===== src/rtl/display_pkg.sv =====
// Shared types and constants for the display scanner: scan FSM states,
// anode polarity and BCD digit width.
package display_pkg;

   typedef enum logic [1:0] {
      IDLE  = 2'd0,
      BLANK = 2'd1,
      SHOW  = 2'd2
   } scan_state_t;

   localparam int   DIGIT_W = 4;
   localparam logic AN_OFF  = 1'b1;

endpackage


===== src/rtl/display_scanner_if.sv =====
// Bus between the timekeeping logic, the display scanner and the segment decoder.
// master drives the frame and enable; slave (the scanner) drives the display side.
interface display_scanner_if #(
   parameter int NUM_DIGITS = 8
);

   logic                                     en;
   logic [display_pkg::DIGIT_W*NUM_DIGITS-1:0] digits_in;
   logic [NUM_DIGITS-1:0]                    dp_in;
   logic [display_pkg::DIGIT_W-1:0]          digit_out;
   logic                                     dp_out;
   logic [NUM_DIGITS-1:0]                    an;
   logic                                     frame_start;

   modport master (
      output en, digits_in, dp_in,
      input  digit_out, dp_out, an, frame_start
   );

   modport slave (
      input  en, digits_in, dp_in,
      output digit_out, dp_out, an, frame_start
   );

endinterface


===== src/rtl/display_scanner_slot_timer.sv =====
// Per-digit slot prescaler: counts REFRESH_DIV cycles per slot and flags the
// end of the blanking window and the end of the slot.
module slot_timer #(
   parameter int REFRESH_DIV  = 100000,
   parameter int BLANK_CYCLES = 1000
) (
   input  logic clk,
   input  logic rst,
   input  logic clr_i,
   output logic blank_done_o,
   output logic slot_end_o
);

   localparam int CNT_W = (REFRESH_DIV > 1) ? $clog2(REFRESH_DIV) : 1;
   localparam logic [CNT_W-1:0] SLOT_LAST  = CNT_W'(REFRESH_DIV - 1);
   localparam logic [CNT_W-1:0] BLANK_LAST = (BLANK_CYCLES > 0) ? CNT_W'(BLANK_CYCLES - 1) : '0;

   logic [CNT_W-1:0] cnt_q;
   logic [CNT_W-1:0] cnt_d;

   // slot counter register
   always_ff @(posedge clk or posedge rst) begin
      if (rst) begin
         cnt_q <= '0;
      end else begin
         cnt_q <= cnt_d;
      end
   end

   // terminal-count compare; the counter never relies on natural wrap
   always_comb begin
      cnt_d = cnt_q;
      if (clr_i) begin
         cnt_d = '0;
      end else if (cnt_q == SLOT_LAST) begin
         cnt_d = '0;
      end else begin
         cnt_d = cnt_q + CNT_W'(1);
      end
   end

   assign slot_end_o   = (cnt_q == SLOT_LAST);
   assign blank_done_o = (BLANK_CYCLES > 0) && (cnt_q == BLANK_LAST);

endmodule


===== src/rtl/display_scanner.sv =====
// Time-multiplexed BCD digit scanner feeding a 7-segment decoder, with a
// per-slot blanking window and a once-per-scan frame snapshot.
// Optional leading-zero suppression: define DISPLAY_SCANNER_LZ_BLANK_EN.
module display_scanner
   import display_pkg::*;
#(
   parameter int NUM_DIGITS   = 8,
   parameter int REFRESH_DIV  = 100000,
   parameter int BLANK_CYCLES = 1000
) (
   input logic                clk,
   input logic                rst,
   display_scanner_if.slave   bus
);

   localparam int IDX_W = $clog2(NUM_DIGITS);
   localparam logic [IDX_W-1:0] IDX_LAST   = IDX_W'(NUM_DIGITS - 1);
   localparam scan_state_t      SLOT_START = (BLANK_CYCLES == 0) ? SHOW : BLANK;

   scan_state_t                      state_q, state_d;
   logic [IDX_W-1:0]                 idx_q, idx_d;
   logic [DIGIT_W*NUM_DIGITS-1:0]    snap_dig_q, snap_dig_d;
   logic [NUM_DIGITS-1:0]            snap_dp_q, snap_dp_d;
   logic [NUM_DIGITS-1:0]            an_q, an_d;
   logic [DIGIT_W-1:0]               digit_q, digit_d;
   logic                             dp_q, dp_d;
   logic                             fs_q, fs_d;
   logic                             take_snap_s;
   logic                             clr_s;
   logic                             blank_done_s;
   logic                             slot_end_s;
   logic [NUM_DIGITS-1:0]            supp_s;

   slot_timer #(
      .REFRESH_DIV  (REFRESH_DIV),
      .BLANK_CYCLES (BLANK_CYCLES)
   ) u_slot_timer (
      .clk          (clk),
      .rst          (rst),
      .clr_i        (clr_s),
      .blank_done_o (blank_done_s),
      .slot_end_o   (slot_end_s)
   );

`ifdef DISPLAY_SCANNER_LZ_BLANK_EN
   logic [NUM_DIGITS-1:0] supp_q, supp_d;

   // a digit is suppressed only while every more significant digit is suppressed too
   function automatic logic [NUM_DIGITS-1:0] lz_mask(
      input logic [DIGIT_W*NUM_DIGITS-1:0] dig,
      input logic [NUM_DIGITS-1:0]         dp
   );
      logic run_s;
      lz_mask = '0;
      run_s   = 1'b1;
      for (int i = NUM_DIGITS - 1; i >= 1; i--) begin
         run_s      = run_s && (dig[DIGIT_W*i +: DIGIT_W] == 4'd0) && !dp[i];
         lz_mask[i] = run_s;
      end
   endfunction

   // suppression mask is captured together with the snapshot
   always_ff @(posedge clk or posedge rst) begin
      if (rst) begin
         supp_q <= '0;
      end else begin
         supp_q <= supp_d;
      end
   end

   assign supp_d = take_snap_s ? lz_mask(bus.digits_in, bus.dp_in) : supp_q;
   assign supp_s = supp_q;
`else
   assign supp_s = '0;
`endif

   // state, index, snapshot and registered outputs
   always_ff @(posedge clk or posedge rst) begin
      if (rst) begin
         state_q    <= IDLE;
         idx_q      <= '0;
         snap_dig_q <= '0;
         snap_dp_q  <= '0;
         an_q       <= {NUM_DIGITS{AN_OFF}};
         digit_q    <= 4'd0;
         dp_q       <= 1'b0;
         fs_q       <= 1'b0;
      end else begin
         state_q    <= state_d;
         idx_q      <= idx_d;
         snap_dig_q <= snap_dig_d;
         snap_dp_q  <= snap_dp_d;
         an_q       <= an_d;
         digit_q    <= digit_d;
         dp_q       <= dp_d;
         fs_q       <= fs_d;
      end
   end

   // next-state logic; dropping en overrides everything and parks in IDLE
   always_comb begin
      state_d     = state_q;
      idx_d       = idx_q;
      take_snap_s = 1'b0;
      clr_s       = 1'b0;
      if (!bus.en) begin
         state_d = IDLE;
         idx_d   = '0;
         clr_s   = 1'b1;
      end else begin
         case (state_q)
            IDLE: begin
               state_d     = SLOT_START;
               idx_d       = '0;
               take_snap_s = 1'b1;
               clr_s       = 1'b1;
            end
            BLANK: begin
               if (blank_done_s) begin
                  state_d = SHOW;
               end else begin
                  state_d = BLANK;
               end
            end
            SHOW: begin
               if (slot_end_s) begin
                  state_d = SLOT_START;
                  if (idx_q == IDX_LAST) begin
                     idx_d       = '0;
                     take_snap_s = 1'b1;
                  end else begin
                     idx_d = idx_q + IDX_W'(1);
                  end
               end else begin
                  state_d = SHOW;
               end
            end
            default: begin
               state_d = IDLE;
               idx_d   = '0;
               clr_s   = 1'b1;
            end
         endcase
      end
   end

   // snapshot and output decode; digit/dp stay valid through blank and show
   always_comb begin
      snap_dig_d = snap_dig_q;
      snap_dp_d  = snap_dp_q;
      if (take_snap_s) begin
         snap_dig_d = bus.digits_in;
         snap_dp_d  = bus.dp_in;
      end else begin
         snap_dig_d = snap_dig_q;
         snap_dp_d  = snap_dp_q;
      end
      an_d = {NUM_DIGITS{AN_OFF}};
      if (bus.en && (state_q == SHOW) && !supp_s[idx_q]) begin
         an_d[idx_q] = ~AN_OFF;
      end else begin
         an_d = {NUM_DIGITS{AN_OFF}};
      end
      digit_d = snap_dig_q[idx_q*DIGIT_W +: DIGIT_W];
      dp_d    = snap_dp_q[idx_q];
      fs_d    = take_snap_s;
   end

   assign bus.an          = an_q;
   assign bus.digit_out   = digit_q;
   assign bus.dp_out      = dp_q;
   assign bus.frame_start = fs_q;

endmodule


===== src/flat_wrapper.sv =====
// flat-port wrapper written by rule: the top's interface ports become plain ports
module display_scanner_flat import display_pkg::*;
#(
   parameter int NUM_DIGITS   = 8,
   parameter int REFRESH_DIV  = 100000,
   parameter int BLANK_CYCLES = 1000
)
  (clk, rst, bus_en, bus_digits_in, bus_dp_in, bus_digit_out, bus_dp_out, bus_an, bus_frame_start);
  display_scanner_if #(.NUM_DIGITS(NUM_DIGITS)) bus_i ();
  input logic clk;
  input logic rst;
  input wire logic [$bits(bus_i.en)-1:0] bus_en;
  input wire logic [$bits(bus_i.digits_in)-1:0] bus_digits_in;
  input wire logic [$bits(bus_i.dp_in)-1:0] bus_dp_in;
  output wire logic [$bits(bus_i.digit_out)-1:0] bus_digit_out;
  output wire logic [$bits(bus_i.dp_out)-1:0] bus_dp_out;
  output wire logic [$bits(bus_i.an)-1:0] bus_an;
  output wire logic [$bits(bus_i.frame_start)-1:0] bus_frame_start;
  assign bus_i.en = bus_en;
  assign bus_i.digits_in = bus_digits_in;
  assign bus_i.dp_in = bus_dp_in;
  assign bus_digit_out = bus_i.digit_out;
  assign bus_dp_out = bus_i.dp_out;
  assign bus_an = bus_i.an;
  assign bus_frame_start = bus_i.frame_start;
  display_scanner #(.NUM_DIGITS(NUM_DIGITS), .REFRESH_DIV(REFRESH_DIV), .BLANK_CYCLES(BLANK_CYCLES)) u_core (.clk(clk), .rst(rst), .bus(bus_i));
endmodule

===== config.mk =====
export PLATFORM = sky130hd
export DESIGN_NAME = display_scanner_flat
export DESIGN_NICKNAME = d
export VERILOG_FILES = /design/src/rtl/display_pkg.sv /design/src/rtl/display_scanner_if.sv /design/src/rtl/display_scanner_slot_timer.sv /design/src/rtl/display_scanner.sv /design/src/flat_wrapper.sv
export SDC_FILE = /design/constraint.sdc
export NUM_CORES = 1
export LEC_CHECK = 0
export CORE_MARGIN = 3
export CORE_UTILIZATION = 40
export DETAILED_ROUTE_END_ITERATION = 16
export PLACE_DENSITY = 0.65
export REMOVE_ABC_BUFFERS = 1
export SLEW_MARGIN = 40
export SYNTH_ARGS = -nofsm -noshare
export SYNTH_HDL_FRONTEND = slang
export SYNTH_SLANG_ARGS = --single-unit
export TNS_END_PERCENT = 30

===== constraint.sdc =====
create_clock -name clk -period 3.6 [get_ports clk]
set_clock_uncertainty 0.05 [all_clocks]
set_input_delay 0.72 -clock clk [delete_from_list [all_inputs] [get_ports clk]]
set_output_delay 0.72 -clock clk [all_outputs]
set_load 0.01 [all_outputs]

==> qor.csv <==
stage,metric,value,unit
clock_tree,numCtsBuffers,9,
power,power.switching,670,uW
floorplanning,rows,38,
placement,gp_congestion,0.856,
clock_tree,h-tree-depth,3,
timing,max_freq,372,MHz
global_route,grt_pass1_wl,18800,um
power,seq_power_share,43.1,%
drt,wire_per_inst,17.4,um
worst_setup_path,critPathKind,reg2reg,
yosys,netlist_top_cells_count,"dfrtp_1 (68), nand3_1 (52), nand2_1 (48)",
flow_run,maxCapViolCount,0,
floorplanning,initial_core_util,41.1,%
yosys,postSynthAreaPerCell,9.47,um2
placement,io_buffers,56,
floorplanning,io_pins,57,
yosys,synth_cell_type_count,37,
final_layout,drive_above_1_share,10.2,%
clock_tree,post-cts-setup-buffer-count,0,
floorplanning,dieHeight,112,um
drt,drt-initial-drc-count,390,
yosys,ys_seq_area_share,42.5,%
drt,routed_wirelength,11300,um
final_layout,utilization,49.5,%
drt,drtPass1Iterations,6,
yosys,yosys.area.top_type_share,37.8,%
worst_setup_path,path_max_fanout,26,
power,p_int,1770,uW
yosys,netlist_area,4500,um2
clock_tree,ctsLongestPathBuffers,2,
yosys,yosysMostFrequentCell,dfrtp_1,
drt,ant_nets,0,
yosys,synth_edf_count,0,
yosys,yosys.area.top_type,dfrtp_1,
worst_setup_path,critPathRequiredTime,3.73,ns
drt,vias,3944,
power,combPwrFrac,22.9,%
clock_tree,cts_tree,done,
power,power_density,451,nW/um2
worst_setup_path,critPathLaunchType,flip-flop,
worst_setup_path,arrival,2.82,ns
drt,drc,0,
final_layout,diodes,0,
power,p_clk_share,34.0,%
floorplanning,fp.dieArea,12600,um2
clock_tree,clockRootBuffer,clkbuf_16,
yosys,synth_seq_cells,76,
yosys,synth_warnings,0,
worst_setup_path,cp-end-kind,flip-flop,
floorplanning,dieWidth,112,um
timing,fin_crit_sh,74.6,%
timing,final_max_slew_viol_count,0,
final_layout,final_nets,556,
timing,period_needed,2.69,ns
yosys,ys_top_cells_by_area,"dfrtp_1 (38%), o211ai_1 (6.5%), nor2b_1 (5.8%)",
global_route,first_global_vias,3727,
power,power_leakage,0.00196,uW
timing,tns,0,ns
yosys,synthArstFlopShare,100,%
drt,viasPerCell,6.07,
clock_tree,cts_resized,0,
power,vdd_drop_max,0.185,mV
global_route,grt_antenna_before_repair,0,
global_route,grt_start_max_net_pins,57,
clock_tree,path_clk_slew,0.06,ns
floorplanning,core,10900,um2
global_route,grt-ovfl-total,0,
yosys,synth_cells,475,
clock_tree,clock_latency,0.33,ns
timing,setup_viol,0,
timing,rsz0062_at_grt,false,
timing,max-slew-margin-rel,50.1,%
clock_tree,cts_hold_buf,0,
placement,dp_hpwl,7210,um
timing,hold_viol,0,
outcome,status,completed,
final_layout,area_growth,20.3,%
timing,worstMarginPinSlew,0.747,ns
global_route,grt_use_total,18.3,%
clock_tree,cts.sinks,76,
hold_path,hold_path_class,reg2reg,
power,swShare,27.5,%
timing,holdWs,0.409,ns
yosys,ys.flop_type,dfrtp_1,
-- layer usage --
layer  global-route usage [%]  vias to the layer above  share of wire (%)
met4                     6.25                        0                1.4
met5                        0                        -                  0
li1                         -                     1857                  -
met2                     28.9                      144                 47
met3                     2.43                       13                5.6
met1                     26.0                     1930                 46
-- area by class of cell --
type	count	area (um2)
inverters	10	37.5
flip-flops and latches	76	1910
repair buffers	69	653
clock inverters	2	10.0
multi-input cells	340	2360
fillers	1010	5530
well taps	140	175
clock buffers	13	260
-- power groups by stage --
stage	sequential, uW	combinational [uW]	clock (uW)
finish	1050	558	829
global route	1060	622	879
CTS	1050	559	848
detailed placement	1060	555	0
global placement	1060	538	0
floorplan	1040	381	0
-- worst max-delay path: stages (launching register included) --
cell     delay [ns]
dfrtp_1        0.40
or4_1          0.54
or4_2          0.85
nand3_1        0.57
nor2_1         0.12
-- flip-flops by register name (all words and copies together) (netlist names) --
name / cells
u_core.bus.digit_out: 4
u_core.idx_q: 3
u_core.u_slot_timer.cnt_q: 17
u_core.state_q: 2
u_core.bus.dp_out: 1
u_core.snap_dig_q: 32
u_core.bus.an: 8
u_core.bus.frame_start: 1
u_core.snap_dp_q: 8
-- final timing paths --
kind | to | slack, ns | cells past startpoint | start
min | u_core.u_slot_timer.cnt_q[0] | 0.41 | 1 | u_core.u_slot_timer.cnt_q[0]
min reg2reg | u_core.u_slot_timer.cnt_q[0] | 0.41 | 1 | u_core.u_slot_timer.cnt_q[0]
max reg2reg | u_core.u_slot_timer.cnt_q[12] | 0.91 | 4 | u_core.u_slot_timer.cnt_q[11]
min in group asynchronous | u_core.snap_dig_q[21] | 0.71 | 2 | rst
max | u_core.u_slot_timer.cnt_q[12] | 0.91 | 4 | u_core.u_slot_timer.cnt_q[11]
max in group asynchronous | u_core.bus.an[3] | 1.91 | 3 | rst
-- metrics by stage --
stage               cell area (um2)  std cells  worst slack, ns  total power (uW)
floorplan                      4310        426            0.319              1420
global placement               5140        635            0.998              1590
detailed placement             5140        635            0.892              1620
CTS                            5410        650            0.901              2460
global route                   5410        650            0.714              2560
finish                         5410        650            0.913              2440
-- cell usage in the layout, fill, tap and decap left out, types with 6 or more instances in the layout --
master,n
o211ai_1,39
nor2_1,22
a222oi_1,25
nand3_1,52
mux4_2,10
o21ai_0,8
a21oi_1,14
xor2_1,11
nor2b_1,42
buf_4,13
clkdlybuf4s50_1,55
nand2_1,48
clkbuf_16,9
nand4_1,12
inv_1,9
dfrtp_1,68
a32o_1,11
ha_1,6
dfstp_2,8
-- cell families (layout without fill, tap and decap cells) --
family	Yosys count	after routing	share of synthesized area (%)
flip-flops	76	76	42.5
AND/OR/NAND/NOR	200	200	23.3
XOR/XNOR	12	12	2.34
multiplexers	14	14	6.01
AO/OA/AOI/OAI	107	107	18.9
buffers and inverters	59	94	5.06
adder cells (fa/ha/maj)	7	7	1.95
(Power assumes the default switching activity.)
